## src/rtl/mips_store_monitor.sv

```systemverilog
// mips_store_monitor: captures processor stores into a masked shadow memory and replays written words in address order.
// Define STORE_MON_CHECKSUM_EN to build the running CHECKSUM accumulator (otherwise CHECKSUM is 0).
module mips_store_monitor #(
  parameter int ADDR_W = 5,
  parameter int DATA_W = 32,
  parameter int CNT_W  = 8
) (
  input  logic              CK,
  input  logic              RESET,
  input  logic              IN_VALID,
  input  logic [ADDR_W-1:0] IN_ADDR,
  input  logic [DATA_W-1:0] IN_DATA,
  input  logic              IN_DONE,
  output logic              RD_VALID,
  input  logic              RD_READY,
  output logic [ADDR_W-1:0] RD_ADDR,
  output logic [DATA_W-1:0] RD_DATA,
  output logic [CNT_W-1:0]  STORE_COUNT,
  output logic              LATE_STORE,
  output logic              ALL_DONE,
  output logic [DATA_W-1:0] CHECKSUM
);
  localparam int DEPTH = 2**ADDR_W;
  typedef enum logic [1:0] {CAPTURE, DRAIN, COMPLETE} state_t;
  state_t state_q, state_d;
  logic [ADDR_W-1:0] ptr_q, ptr_d, rd_addr_q, rd_addr_d;
  logic [DATA_W-1:0] rd_data_q, rd_data_d;
  logic [DEPTH-1:0] written_q, written_d;
  logic [CNT_W-1:0] store_count_q, store_count_d;
  logic rd_valid_q, rd_valid_d, late_store_q, late_store_d, all_done_q, all_done_d;
  logic capture, advance;
  logic [DATA_W-1:0] mem [DEPTH];
  always_comb begin
    capture = state_q == CAPTURE && IN_VALID;
    advance = state_q == DRAIN && (rd_valid_q ? RD_READY : !written_q[ptr_q]);
    state_d = state_q;
    ptr_d = ptr_q;
    written_d = written_q;
    rd_valid_d = rd_valid_q;
    rd_addr_d = rd_addr_q;
    rd_data_d = rd_data_q;
    store_count_d = store_count_q;
    late_store_d = late_store_q | (IN_VALID && state_q != CAPTURE);
    all_done_d = all_done_q | (advance && &ptr_q);
    if (capture) begin
      written_d[IN_ADDR] = 1'b1;
      store_count_d = &store_count_q ? store_count_q : store_count_q + CNT_W'(1);
    end
    if (state_q == CAPTURE && IN_DONE) begin
      state_d = DRAIN;
      ptr_d = '0;
    end
    if (state_q == DRAIN && !rd_valid_q && written_q[ptr_q]) begin
      rd_valid_d = 1'b1;
      rd_addr_d = ptr_q;
      rd_data_d = mem[ptr_q];
    end
    // the last entry retires into COMPLETE rather than wrapping the sweep
    if (advance) begin
      rd_valid_d = 1'b0;
      ptr_d = ptr_q + ADDR_W'(1);
      state_d = &ptr_q ? COMPLETE : DRAIN;
    end
  end
  always_ff @(posedge CK) if (capture) mem[IN_ADDR] <= IN_DATA;
  always_ff @(posedge CK) begin
    if (RESET) begin
      state_q <= CAPTURE;
      ptr_q <= '0;
      written_q <= '0;
      rd_valid_q <= 1'b0;
      rd_addr_q <= '0;
      rd_data_q <= '0;
      store_count_q <= '0;
      late_store_q <= 1'b0;
      all_done_q <= 1'b0;
    end else begin
      state_q <= state_d;
      ptr_q <= ptr_d;
      written_q <= written_d;
      rd_valid_q <= rd_valid_d;
      rd_addr_q <= rd_addr_d;
      rd_data_q <= rd_data_d;
      store_count_q <= store_count_d;
      late_store_q <= late_store_d;
      all_done_q <= all_done_d;
    end
  end
  assign RD_VALID = rd_valid_q;
  assign RD_ADDR = rd_addr_q;
  assign RD_DATA = rd_data_q;
  assign STORE_COUNT = store_count_q;
  assign LATE_STORE = late_store_q;
  assign ALL_DONE = all_done_q;
`ifdef STORE_MON_CHECKSUM_EN
  logic [DATA_W-1:0] checksum_q, checksum_d;
  always_comb checksum_d = capture ? checksum_q + IN_DATA : checksum_q;
  always_ff @(posedge CK) checksum_q <= RESET ? '0 : checksum_d;
  assign CHECKSUM = checksum_q;
`else
  assign CHECKSUM = '0;
`endif
endmodule

```

## config.mk

```make
export PLATFORM = sky130hd
export DESIGN_NAME = mips_store_monitor
export DESIGN_NICKNAME = d
export VERILOG_FILES = /design/src/rtl/mips_store_monitor.sv
export SDC_FILE = /design/constraint.sdc
export NUM_CORES = 1
export LEC_CHECK = 0
export BUFFER_PORTS_ARGS = -buffer_cell sky130_fd_sc_hd__buf_2
export CORE_MARGIN = 2
export CORE_UTILIZATION = 47
export CTS_CLUSTER_SIZE = 25
export DETAILED_ROUTE_END_ITERATION = 8
export SETUP_SLACK_MARGIN = 0.4
export SYNTH_ARGS = -nofsm -noshare
export SYNTH_HDL_FRONTEND = slang
export SYNTH_SLANG_ARGS = --single-unit
```

## constraint.sdc

```tcl
create_clock -name CK -period 9.55 [get_ports CK]
set_input_delay 1.91 -clock CK [delete_from_list [all_inputs] [get_ports CK]]
set_output_delay 1.91 -clock CK [all_outputs]
set_load 0.01 [all_outputs]
```

Yosys cells after proc, flatten, opt, wreduce, memory -nomap -nowiden:

Memories as Yosys holds them, arrays and structs flattened. A register that Yosys moved wholly into a read port is not among the register bits.
Cells that the tools add are included.

* add/sub/neg operators: 2
* multipliers: 0
* div/mod/pow operators: 0
* $lt $le $gt $ge: 3
* eq/ne operators: 1
* shifts and indexed selects: 0
* muxes and demuxes: 12
* bitwise gates (word level): 4
* reduce and logical (&&, ||, !) cells: 17

Operators with widths (number)
* bitwise OR 32 bit: 1
* less-than comparator 5 x 6 -> 1 bit, second input constant: 2
* two-way mux 5 bit: 2
* adder 8 x 1 -> 8 bit, second input constant: 1
* logical AND 1 bit: 8
* AND reduction 8 bit: 1
* two-way mux 2 bit: 3
* adder 5 x 1 -> 5 bit, second input constant: 1
* binary-select mux 1 bit (select 5 bit): 1
* demux 1 bit (select 5 bit): 1
* >= comparator 5 x 1 -> 1 bit, second input constant: 1
* two-way mux 1 bit: 5
* AND reduction 5 bit: 1
* nonzero test 2 bit: 2
* equality test 2 x 1 -> 1 bit, second input constant: 1
* zero test 1 bit: 2
* zero test 2 bit: 1
* bitwise OR 1 bit: 2
* AND reduction 2 bit: 1
* OR reduction 2 bit: 1
* NOT 1 bit: 1

* flip-flop bits (word level): 55
* bits in latches: 0
* memory bits (writable): 1024
* ROM bits: 0
* input port bits: 42
* output and inout bits: 80
* logic and storage cells: 48
* memories kept: 1

Memories
* mem: depth 32, bits a word 32, rd ports 1, clocked after Yosys merged registers in 1, wr ports 1, RTL line 32 `logic [DATA_W-1:0] mem [DEPTH];`

Logic depth before layout (Yosys ltp):

* depth in word-level cells: 7
* gate-level depth with buffers: 9
* gate-level depth less buffers: 6

Worst setup path after synthesis:

OpenSTA, ideal clock, no wires.

* path kind: input to register
* start point: input port IN_VALID
* end point: memory mem[14][0], enable pin
* library setup time: 0.423 ns
* arrival time: 4.004 ns
* required time: 9.127 ns
* path slack: 5.123 ns
* stages: 4
* buffers on the path: 1
* cells stage by stage: nand2_1 -> or3b_2 -> clkbuf_1 -> nor2_1

* longest elaborated chain between the ends: 3

RTL lines
* start, declared: RTL line 10 `input logic IN_VALID,`
* logical AND 1 bit: RTL line 34 `capture = state_q == CAPTURE && IN_VALID;`
* two-way mux 1 bit: RTL line 65 `always_ff @(posedge CK) if (capture) mem[IN_ADDR] <= IN_DATA;`
* two-way mux 1 bit (implied by the code): RTL line 65
* end, declared: RTL line 32

Every way passes these cells.

Worst setup path after layout:

* start point: register ptr_q[2]
* end point: register rd_data_q[31] (netlist: RD_DATA[31]), read port of mem

* longest elaborated chain between the ends: 3

RTL lines
* start, declared: RTL line 26 `logic [ADDR_W-1:0] ptr_q, ptr_d, rd_addr_q, rd_addr_d;`
* start signal, assigned: RTL line 79 `ptr_q <= ptr_d;`
* binary-select mux 1 bit (select 5 bit): RTL line 53 `if (state_q == DRAIN && !rd_valid_q && written_q[ptr_q]) begin`
* two-way mux 1 bit (implied by the code): RTL line 53
* logical AND 1 bit: RTL line 53
* end, declared: RTL line 27 `logic [DATA_W-1:0] rd_data_q, rd_data_d;`

Several ways; a longest one is shown, not always the timed one. The select of a mux whose other input is x is not followed.
A chain may end at the register's enable or synchronous reset.

==> flow_summary.ini <==
[outcome]
status = complete, no violations

[finish]
mostFrequentLayoutCell = edfxtp_1
drive_gt1_frac = 0.243
nets = 2363
areaGrowthSynthToFinish_pct = 12.6
final_area_um2 = 48100
diodes = 0
final_cell_mix = 1024 x edfxtp_1, 271 x nand2_1, 258 x mux4_2

[grt]
first_global_vias = 21800
grt_usage = 0.233
antenna_found_initial = 1
gr-total-overflow = 0
grt_max_degree = 100
grt_pass1_wl_mm = 156

[clock_tree]
clock_latency_ns = 0.70
cts_max_path_buffers = 3
cts_tree = done
cts.sinks = 1111
post-cts-setup-buffers = 0
cts-buffers-inserted = 109
hold_buffers = 0
ctsHtreeMaxLevel = 3
path_clk_slew_ns = 0.06
cts-resized-gates = 0
root_buffer = clkbuf_16

[routing]
drt-met1-wl_mm = 44.7
drtAntennaViolNets = 0
wl_met3_mm = 5.88
vias = 21300
via_per_inst = 5.94
wl_mm = 107
drc = 0
drtPass1Iterations = 7
drt_iter0_markers = 2274
routed.top_layer = met5
wire_per_inst_um = 29.9
met2_length_mm = 52.5

[power_and_ir_drop]
combPwrFrac = 0.040
swShare = 0.211
switching_power_mw = 2.14
p_clk_frac = 0.432
p_leak_nw = 15.3
powerDensity_nw_per_um2 = 211
p_seq_frac = 0.528
intPower_mw = 7.99
peakVddDrop_mv = 0.167

[die]
initial_utilization = 0.475
num_io_pins = 122
fp.dieH_um = 305
dieWidth_um = 305
core_area_um2 = 90000
rows = 110
die-area_um2 = 93300

[placement]
io_buffers = 89
hpwl_mm = 62.6
placedInstanceArea_um2 = 44400
finalWeightedCongestion = 0.855

[setup_path]
path_class = reg -> reg
arrival_ns = 4.59
endpoint_kind = register
crit_path_start_kind = register
cp_max_fo = 52
worstPathRequired_ns = 10.17

[sta]
tns_ns = 0
min_period_over_period = 0.416
hold_viol = 0
fin_crit_ns = 3.97
fmax_mhz = 252
rsz0062_at_grt = false
finalMaxSlewViolations = 0
setup_viol = 0
max_slew_margin = 0.0987
worst_pin_slew_ns = 1.35
fin_skew_ns = 0.0294

[synthesis]
yosysWarnings = 0
async_flop_share = 0
synth_area_um2 = 42700
synthCells = 2216
synth_flop_cell = edfxtp_1
syn_avg_cell_area_um2 = 19.3
ys_ff_latch = 1111
seq_area_frac_synth = 0.761
synth_cell_types = 49
synth_edf_count = 1024

[job]
maxCapViolations = 0

[hold_path]
hold_path.class = reg -> reg
==> worst paths after layout <==
kind / to / slack (ns) / cells past startpoint / startpoint
hold reg to reg: RD_DATA[17]$_SDFFE_PP0P_ / 0.46 / 2 / RD_DATA[17]$_SDFFE_PP0P_
hold / removal: RD_DATA[17]$_SDFFE_PP0P_ / 0.46 / 2 / RD_DATA[17]$_SDFFE_PP0P_
setup / recovery: RD_DATA[31]$_SDFFE_PP0P_ / 5.58 / 7 / ptr_q[2]$_SDFFE_PP0P_
setup reg to reg: RD_DATA[31]$_SDFFE_PP0P_ / 5.58 / 7 / ptr_q[2]$_SDFFE_PP0P_
==> layer usage <==
layer,global-route usage,up-vias
met2,0.377,771
met1,0.325,11400
met3,0.0298,155
met4,0.0899,2
met5,0,-
li1,-,9002
==> power groups by stage <==
| stage | sequential, mW | combinational (mW) | clock (mW) |
|---|---|---|---|
| 3_3_place_gp | 5.46 | 0.404 | 0 |
| 2_1_floorplan | 5.45 | 0.242 | 0 |
| 5_1_grt | 5.36 | 0.433 | 4.64 |
| 3_5_place_dp | 5.46 | 0.412 | 0 |
| 6_report | 5.35 | 0.405 | 4.37 |
| 4_1_cts | 5.36 | 0.412 | 4.44 |
==> cells by family (layout without fill, tap and decap cells) <==
kind of cell,count (synthesis),in the layout,synth area share
compound gates,129,129,0.0209
xor+xnor,6,6,0.00123
fa+ha+maj,3,3,0.000879
buf+inv,160,327,0.0195
flops,1111,1111,0.761
mux,304,304,0.148
other cells,1,32,0.0000878
simple gates,502,502,0.0484
==> worst max-delay path: stages (launching register included) <==
cell       delay, ns
dfxtp_4         0.78
buf_4           0.68
buf_4           0.76
mux4_2          0.36
nor2_1          0.05
o21ai_0         0.46
o2111ai_1       0.43
mux2i_1         0.24
==> cells in the mapped netlist, drive strengths merged (4+ instances only) <==
library cell / n / area (um^2)
a21oi: 7 / 46.3
a31oi: 33 / 206
and3: 4 / 25.0
buf: 91 / 576
clkbuf: 63 / 236
dfxtp: 87 / 1740
edfxtp: 1024 / 30700
inv: 6 / 22.5
mux2i: 40 / 400
mux4: 262 / 5920
nand2: 272 / 1040
nand3: 38 / 190
nand3b: 5 / 37.5
nand4: 4 / 25.0
nor2: 157 / 589
nor2b: 8 / 50.1
o2111ai: 33 / 289
o21a: 8 / 60.1
o21ai: 36 / 180
or3: 4 / 25.0
xor2: 4 / 35.0
==> flip-flops by register name, summed over array words and instances (netlist names) <==
name and cells:
ptr_q 5, STORE_COUNT 8, written_q 32, mem 1024, LATE_STORE 1, RD_VALID 1
ALL_DONE 1, RD_ADDR 5, RD_DATA 32, state_q 2
==> per-stage QoR <==
step                      worst slack [ns]  utilization  total power, mW  std cells  hold WS, ns
after global placement                5.10        0.493             5.86       3383        0.443
after CTS                             5.56        0.534             10.2       3590        0.464
after global routing                  5.39        0.534             10.4       3590        0.483
after detailed placement              5.08        0.493             5.87       3383        0.450
final                                 5.58        0.534             10.1       3590        0.458
after floorplan                       5.12            -             5.69       2247        0.432
==> cell type report <==
cell class / instances / area, um^2
well taps: 1176 / 1470
repair buffers: 114 / 648
clock buffers: 135 / 2890
flip-flops and latches: 1111 / 32500
fillers: 7015 / 41900
clock inverters: 72 / 791
inverters: 6 / 25.0
multi-input cells: 976 / 9770
(Power assumes the default switching activity.)
